File: config.mk
export PLATFORM = sky130hd
export DESIGN_NAME = pwm_deadtime_flat
export DESIGN_NICKNAME = d
export VERILOG_FILES = /design/src/rtl/pwm_deadtime_if.sv /design/src/rtl/pwm_deadtime.sv /design/src/flat_wrapper.sv
export SDC_FILE = /design/constraint.sdc
export NUM_CORES = 1
export LEC_CHECK = 0
export BUFFER_PORTS_ARGS = -buffer_cell sky130_fd_sc_hd__buf_2
export CORE_UTILIZATION = 50
export CTS_CLUSTER_DIAMETER = 100
export DETAILED_ROUTE_END_ITERATION = 6
export GPL_ROUTABILITY_DRIVEN = 0
export GPL_TIMING_DRIVEN = 0
export PLACE_DENSITY = 0.77
export RECOVER_POWER = 100
export SLEW_MARGIN = 20
export SYNTH_ARGS = -nofsm -noshare
export SYNTH_HDL_FRONTEND = slang
export SYNTH_SLANG_ARGS = --single-unit
export TNS_END_PERCENT = 5
File: constraint.sdc
create_clock -name clk -period 2.5 [get_ports clk]
set_input_delay 0.25 -clock clk [delete_from_list [all_inputs] [get_ports clk]]
set_output_delay 0.25 -clock clk [all_outputs]
set_load 0.02 [all_outputs]
File: src/rtl/pwm_deadtime_if.sv
// pwm_deadtime_if: groups the PWM-side request/config inputs and the gate-side
// outputs of the dead-time inserter.
//   master: drives pwmin, dtce, deadtime, faultclr; observes the gate/status outputs
//   slave : the dead-time inserter itself
interface pwm_deadtime_if #(
  parameter int DTW = 8
);
  logic [1:0]     pwmin;     // [0] high-side request, [1] low-side request
  logic           dtce;      // dead-time tick enable
  logic [DTW-1:0] deadtime;  // dead interval length in dtce ticks
  logic           faultclr;  // clears latched fault (latching build only)
  logic           gatehi;    // high-side gate drive
  logic           gatelo;    // low-side gate drive
  logic           indead;    // dead interval in progress
  logic           fault;     // shoot-through present/latched

  modport master (
    output pwmin, dtce, deadtime, faultclr,
    input  gatehi, gatelo, indead, fault
  );

  modport slave (
    input  pwmin, dtce, deadtime, faultclr,
    output gatehi, gatelo, indead, fault
  );
endinterface

File: src/rtl/pwm_deadtime.sv
// pwm_deadtime: break-before-make dead-time inserter for a complementary PWM pair.
// One gate is always held off for deadtime+1 clocks (dtce continuous) before the
// other turns on; an illegal request pair (both on) forces both gates off.
// Ports:
//   clk    - system clock, rising edge
//   resetn - asynchronous active-low reset
//   bus    - pwm_deadtime_if.slave: pwmin/dtce/deadtime/faultclr in,
//            gatehi/gatelo/indead/fault out
// Build option: define DT_SHOOTTHRU_LATCH_EN to make a shoot-through request
// latch a FAULT state that only faultclr (with a legal request) releases.
module pwm_deadtime #(
  parameter int DTW = 8
) (
  input  logic             clk,
  input  logic             resetn,
  pwm_deadtime_if.slave    bus
);

  typedef enum logic [2:0] {
    IDLE  = 3'd0,
    HION  = 3'd1,
    LOON  = 3'd2,
    DTH   = 3'd3,
    DTL   = 3'd4,
    FAULT = 3'd5
  } state_t;

  state_t         state_q, state_d;
  logic [1:0]     req_q;
  logic [DTW-1:0] dtcnt_q, dtcnt_d;
  logic           gatehi_q, gatelo_q, indead_q, fault_q;
  logic           gatehi_d, gatelo_d, indead_d, fault_d;

  always_ff @(posedge clk or negedge resetn) begin
    if (!resetn) begin
      req_q    <= 2'b00;
      state_q  <= IDLE;
      dtcnt_q  <= '0;
      gatehi_q <= 1'b0;
      gatelo_q <= 1'b0;
      indead_q <= 1'b0;
      fault_q  <= 1'b0;
    end else begin
      req_q    <= bus.pwmin;
      state_q  <= state_d;
      dtcnt_q  <= dtcnt_d;
      gatehi_q <= gatehi_d;
      gatelo_q <= gatelo_d;
      indead_q <= indead_d;
      fault_q  <= fault_d;
    end
  end

  always_comb begin
    state_d = state_q;
    dtcnt_d = dtcnt_q;
    unique case (state_q)
      IDLE: begin
        if (req_q == 2'b01) begin
          state_d = DTH;
          dtcnt_d = bus.deadtime;
        end else if (req_q == 2'b10) begin
          state_d = DTL;
          dtcnt_d = bus.deadtime;
        end
      end
      HION: begin
        if (req_q == 2'b10) begin
          state_d = DTL;
          dtcnt_d = bus.deadtime;
        end else if (req_q != 2'b01) begin
          state_d = IDLE;
        end
      end
      LOON: begin
        if (req_q == 2'b01) begin
          state_d = DTH;
          dtcnt_d = bus.deadtime;
        end else if (req_q != 2'b10) begin
          state_d = IDLE;
        end
      end
      DTH, DTL: begin
        // Only all-off requests abort the interval; a flip of the legal
        // request neither shortens nor restarts it, and is honoured at exit.
        if (req_q == 2'b00 || req_q == 2'b11) begin
          state_d = IDLE;
        end else if (dtcnt_q == '0) begin
          state_d = (req_q == 2'b01) ? HION : LOON;
        end else if (bus.dtce) begin
          dtcnt_d = dtcnt_q - 1'b1;
        end
      end
      FAULT: begin
`ifdef DT_SHOOTTHRU_LATCH_EN
        if (bus.faultclr && req_q != 2'b11) state_d = IDLE;
`else
        state_d = IDLE;
`endif
      end
      default: state_d = IDLE;
    endcase
`ifdef DT_SHOOTTHRU_LATCH_EN
    if (req_q == 2'b11) state_d = FAULT;
`endif
  end

  // Outputs are registered decodes of the next state, so they move with state_q.
  always_comb begin
    gatehi_d = (state_d == HION);
    gatelo_d = (state_d == LOON);
    indead_d = (state_d == DTH) || (state_d == DTL);
`ifdef DT_SHOOTTHRU_LATCH_EN
    fault_d  = (state_d == FAULT);
`else
    fault_d  = (req_q == 2'b11);
`endif
  end

`ifndef DT_SHOOTTHRU_LATCH_EN
  logic unused_faultclr;
  assign unused_faultclr = bus.faultclr;
`endif

  assign bus.gatehi = gatehi_q;
  assign bus.gatelo = gatelo_q;
  assign bus.indead = indead_q;
  assign bus.fault  = fault_q;

endmodule

File: src/flat_wrapper.sv
// flat-port wrapper written by rule: the top's interface ports become plain ports
module pwm_deadtime_flat 
#(
  parameter int DTW = 8
)
  (clk, resetn, bus_pwmin, bus_dtce, bus_deadtime, bus_faultclr, bus_gatehi, bus_gatelo, bus_indead, bus_fault);
  pwm_deadtime_if #(.DTW(DTW)) bus_i ();
  input  logic clk;
  input  logic resetn;
  input wire logic [$bits(bus_i.pwmin)-1:0] bus_pwmin;
  input wire logic [$bits(bus_i.dtce)-1:0] bus_dtce;
  input wire logic [$bits(bus_i.deadtime)-1:0] bus_deadtime;
  input wire logic [$bits(bus_i.faultclr)-1:0] bus_faultclr;
  output wire logic [$bits(bus_i.gatehi)-1:0] bus_gatehi;
  output wire logic [$bits(bus_i.gatelo)-1:0] bus_gatelo;
  output wire logic [$bits(bus_i.indead)-1:0] bus_indead;
  output wire logic [$bits(bus_i.fault)-1:0] bus_fault;
  assign bus_i.pwmin = bus_pwmin;
  assign bus_i.dtce = bus_dtce;
  assign bus_i.deadtime = bus_deadtime;
  assign bus_i.faultclr = bus_faultclr;
  assign bus_gatehi = bus_i.gatehi;
  assign bus_gatelo = bus_i.gatelo;
  assign bus_indead = bus_i.indead;
  assign bus_fault = bus_i.fault;
  pwm_deadtime #(.DTW(DTW)) u_core (.clk(clk), .resetn(resetn), .bus(bus_i));
endmodule
# --- Yosys cells after proc, flatten, opt, wreduce, memory -nomap -nowiden ---
# Index checks and enable logic that the tools add are counted.
op_classes:
  n_reduce_logical: 8
  n_eq_ne: 17
  add_sub_neg: 1
  mux: 17
ops:
  columns: ["op", "n"]
  rows:
  - ["two-way mux 8 bit", 6]
  - ["case mux 8 bit (4 select lines)", 1]
  - ["two-way mux 3 bit", 8]
  - ["== test 3 x 2 -> 1 bit (second input constant)", 4]
  - ["case mux 3 bit (4 select lines)", 1]
  - ["zero test 8 bit", 1]
  - ["inequality test 2 bit (second input constant)", 4]
  - ["subtractor 8 x 1 -> 8 bit (second input constant)", 1]
  - ["== test 3 x 1 -> 1 bit (second input constant)", 2]
  - ["== test 3 bit (second input constant)", 2]
  - ["AND reduction 5 bit", 1]
  - ["== test 2 bit (second input constant)", 2]
  - ["inequality test 2 x 1 -> 1 bit (second input constant)", 2]
  - ["nonzero test 4 bit", 1]
  - ["zero test 3 bit", 1]
  - ["== test 2 x 1 -> 1 bit (second input constant)", 1]
  - ["zero test 2 bit", 1]
  - ["logical OR 1 bit", 2]
  - ["two-way mux 2 bit", 1]
  - ["OR reduction 2 bit", 1]
word_totals:
  input_bits: 14
  word_cells: 50
  output_inout_bits: 4
  register_bits: 17

# --- Depth between registers and ports, before layout ---
logic_depth:
  depth_word: 7
  ltp_mapped: 8
  ltp_nobuf: 7

# --- Worst setup path after synthesis ---
# No wires, ideal clock.
synth_timing:
  path_type: "reg-to-reg"
  from: "register u_core.dtcnt_q[0]"
  to: "register u_core.indead_q (netlist: u_core.bus.indead)"
  required_time_ns: 2.372
  stages_incl_launch_ff: 8
  setup_slack_ns: 0.585
  path_buffers: 0
  t_arrival_ns: 1.788
  setup_ns: 0.128
  synth_period_minus_slack_ns: 1.915
  path_cell_list: "dfrtp_1 -> inv_1 -> ha_1 -> nor2b_1 -> nand3_2 -> mux2_4 -> a31oi_4 -> mux2_1"
synth_via:
  elab_chain_cells: 6
  elab_cells_between_ends: 7
  classes_between: "eq/ne (2); mux (3); reduce/logical (2)"
synth_rtl:
  columns: ["element", "line_no", "rtl"]
  rows:
  - ["start, declared", "pwm_deadtime.sv:30", "logic [DTW-1:0] dtcnt_q, dtcnt_d;"]
  - ["start signal, assigned", "pwm_deadtime.sv:46", "dtcnt_q <= dtcnt_d;"]
  - ["zero test 8 bit (*)", "pwm_deadtime.sv:88", "end else if (dtcnt_q == '0) begin"]
  - ["two-way mux 3 bit (*)", "pwm_deadtime.sv:88", null]
  - ["two-way mux 3 bit (*)", "pwm_deadtime.sv:86", "if (req_q == 2'b00 || req_q == 2'b11) begin"]
  - ["case mux 3 bit (4 select lines) (*)", "pwm_deadtime.sv:57", "unique case (state_q)"]
  - ["== test 3 x 2 -> 1 bit / == test 3 bit (equally long branches)", "pwm_deadtime.sv:112", "indead_d = (state_d == DTH) || (state_d == DTL);"]
  - ["logical OR 1 bit (*)", "pwm_deadtime.sv:112", null]
  - ["named net u_core.indead_d", "pwm_deadtime.sv:32", "logic gatehi_d, gatelo_d, indead_d, fault_d;"]
  - ["end signal, assigned", "pwm_deadtime.sv:49", "indead_q <= indead_d;"]
  - ["end, declared", "pwm_deadtime.sv:31", "logic gatehi_q, gatelo_q, indead_q, fault_q;"]
# The timed path passes the listed nets; every way through them passes the cells marked *.
# A chain may end at the register's enable or synchronous reset.

# --- Worst setup path after layout ---
layout_timing:
  from: "register u_core.req_q[0]"
  to: "register u_core.dtcnt_q[5]"
layout_via:
  elab_chain_cells: 4
  elab_cells_between_ends: 11
  classes_between: "eq/ne (5); mux (3); reduce/logical (3)"
layout_rtl:
  columns: ["element", "line_no", "rtl"]
  rows:
  - ["start, declared", "pwm_deadtime.sv:29", "logic [1:0] req_q;"]
  - ["start signal, assigned", "pwm_deadtime.sv:44", "req_q <= bus.pwmin;"]
  - ["== test 2 bit, or another cell as far along", "pwm_deadtime.sv:62, pwm_deadtime.sv:68", null]
  - ["two-way mux 8 bit / logical OR 1 bit (equally long branches)", null, null]
  - ["two-way mux 8 bit / inequality test 2 bit (equally long branches)", null, null]
  - ["case mux 8 bit (4 select lines) / AND reduction 5 bit (equally long branches)", null, null]
# Parallel ways exist; a longest one is shown, timed or not.

==> results.md <==
* Final WS setup at about 0.30 ns
* CTS tree: done
* Top_reg_cell synth: dfrtp_1
* Cell Pwr Density at 734 mW/mm²
* Vias per cell at 6.47
* 1st-pass router iterations at 4
* DR vias at 1,301
* Pleak at approximately 0.64 nW
* Critical Path Sink Type: flop
* Max VDD drop at 0.480 mV
* Routed Antenna Nets at 0
* Setup TNS at 0 ns
* RSZ-0062 raised after global routing: no
* First DRT Iteration DRCs at 49
* Net count after synthesis at 169
* Placed Area at 0.00151 mm²
* Final setup viols at 0
* Fin area at 0.00151 mm²
* Die X at 54.7 µm
* Initial antenna violation count at 0
* FMAX at 0.454 GHz
* Cell taking the most area after synthesis: dfrtp_1
* Crit path DAT at ~2.4 ns
* IO buf count at 16
* Setup Buffers After CTS at 0
* Core Rows at 18
* EDFF count, synth at 0
* # DRC at 0
* Post-Place Cells at between 150 and 200
* Worst Max-Slew Pin Slew at 0.912 ns
* FF+latch count, synth at 17
* Layout cells sized above 1 at 19.3%
* I/O Pins at 18
* Outcome: finished, final reports clean
* Fillers at between 200 and 250
* Synthesized instance count at 150
* Final Instance Count excl. Fillers at between 200 and 250
* Hold_ws at 0.0570 ns
* WP data required at 2.66 ns
* Vias in the first global route at 1,209
* Gr usage total at 26.3%
* Die height at 54.7 µm
* Crit share post-route at 88.1%
* First-pass GRT wire length at 5580 µm
* Die area at 0.00299 mm²
* Max-Cap Viols at 0
* Total grt overflow at 0
* Top-count cell post-synth: dfrtp_1
* H-tree depth at 1
* Fin crit period at ~2.2 ns
* Reg clk slew, reported paths at 0.10 ns
* Initial core utilization at 54.5%
* Fin. Hold Viols at 0
* Worst-skew pair later-pin latency at 0.29 ns
* Area growth syn-to-layout at 9.02%
* Total Wirelength at 3310 µm
* Clk Tree Root Cell: clkbuf_4
* Antenna fix cells at 0
* Layout net count at around 190
* Netlist cell types at 60
* Top post-synthesis cells by area: dfrtp_1 (31%), ha_1 (4.5%), a21oi_1 (3.6%), a22oi_1 (3.2%), inv_1 (3.0%)
* Drt wl/cell at between 15 and 20 µm
* Synth warn at 0
* Netlist Area Pre-Place at 0.00139 mm²
* Power, Total at around 1.1 mW
* Critical path peak fanout at 4
* Worst setup SP type: flop
* Setup Skew at 0.00129 ns
* Largest net degree at the start of global routing at 18
* Register area share after synthesis at a little under a third
* Final core utilization at 59.4%
* Synth top area share at a little over 30%
* Synth async-reset ratio at between 90% and 100%
* Dpl hpwl at 2430 µm
* Slew Limit Fails at 0
* Syn avg cell area at 9.25 µm²
* Multi-input gate area in the final layout at roughly 830 µm²
* Worst slew margin at 39.2%
* Top post-synthesis cells by count: dfrtp_1 (17), inv_1 (11), nor2_1 (11)
* Reg area at 425 µm²
* CP Class: reg2reg
* Clock Path Buffers at 2
* Place WS at around 0.42 ns
* CTS Buf Count at 3
* HP Class: in2reg
* Core Area at 0.00254 mm²
* Sink Count at 17
## final timing paths
path                                 startpoint                end  slack (ns)  cells after the start
worst max-delay path            u_core.req_q[0]  u_core.dtcnt_q[5]        0.30                      7
worst min-delay path               bus_pwmin[1]    u_core.req_q[1]        0.06                      1
worst max register to register  u_core.req_q[0]  u_core.dtcnt_q[5]        0.30                      7
worst min register to register  u_core.req_q[1]   u_core.bus.fault        0.56                      1
max in group asynchronous                resetn  u_core.dtcnt_q[7]        1.35                      2
min in group asynchronous                resetn  u_core.dtcnt_q[6]        0.60                      2
## logic make-up (layout without fill, tap and decap cells)
kind of cell    count (synthesis)  after routing  synth area share (%)
simple gates                   49             49                  22.9
xor+xnor                        3              3                  1.89
mux                             5              5                  4.15
compound gates                 51             51                  28.1
buf+inv                        20             41                  7.75
fa+ha+maj                       5              5                  4.51
flops                          17             17                  30.7
## final cells by class
| type | count | share of cell area [%] |
|---|---|---|
| plain buffers | 9 | 4.38 |
| clock buffers | 4 | 1.74 |
| inverters | 11 | 2.73 |
| multi-input cells | 113 | 55.0 |
| flip-flops and latches | 17 | 28.1 |
| well taps | 30 | 2.48 |
| repair buffers | 17 | 5.54 |
## layer usage
layer	wire length (µm)	track usage, %	vias to the layer above
met5	0	0	-
met4	28	11.1	0
met3	242	6.94	7
met2	1640	41.6	61
met1	1400	33.4	628
li1	-	-	605
## critical path, cell delays in order (launching register included)
cell     delay (ns)
dfrtp_1        0.39
inv_1          0.05
ha_1           0.32
nor4b_1        0.39
nor4_2         0.12
or2_4          0.29
o41ai_1        0.36
o21ai_0        0.15
## placed cells by master, fill, tap and decap left out, types with 3 or more instances in the layout
cell	netlist	final
nor2_1	11	11
nor3_1	3	3
inv_1	11	11
clkbuf_1	2	8
buf_2	2	13
o21ai_0	3	5
a22oi_1	6	6
a21oi_1	10	10
buf_6	3	3
o22ai_1	3	3
o221ai_1	3	3
xnor2_1	3	3
clkbuf_4	0	3
dfrtp_1	17	17
nor3b_1	3	3
nand2_1	8	8
a31oi_1	4	4
ha_1	5	5
## state kept, by name, indices dropped and copies added, names as in the netlist
| register | cells |
|---|---|
| u_core.bus.gatelo | 1 |
| u_core.req_q | 2 |
| u_core.dtcnt_q | 8 |
| u_core.bus.fault | 1 |
| u_core.bus.indead | 1 |
| u_core.bus.gatehi | 1 |
| u_core.state_q | 3 |
## report_power, final
part | switching [mW] | internal (mW) | total [mW]
clock | 0.0861 | 0.0621 | 0.148
combinational | 0.293 | 0.225 | 0.517
sequential | 0.101 | 0.345 | 0.446
total | 0.480 | 0.632 | 1.11
## what timing repair did
item | 4_1_cts | 5_1_grt
hold buffers | 1 | 0
hold endpoints to repair | 17 | 0
gates resized for setup | 0 | 0
(Power assumes the default switching activity.)
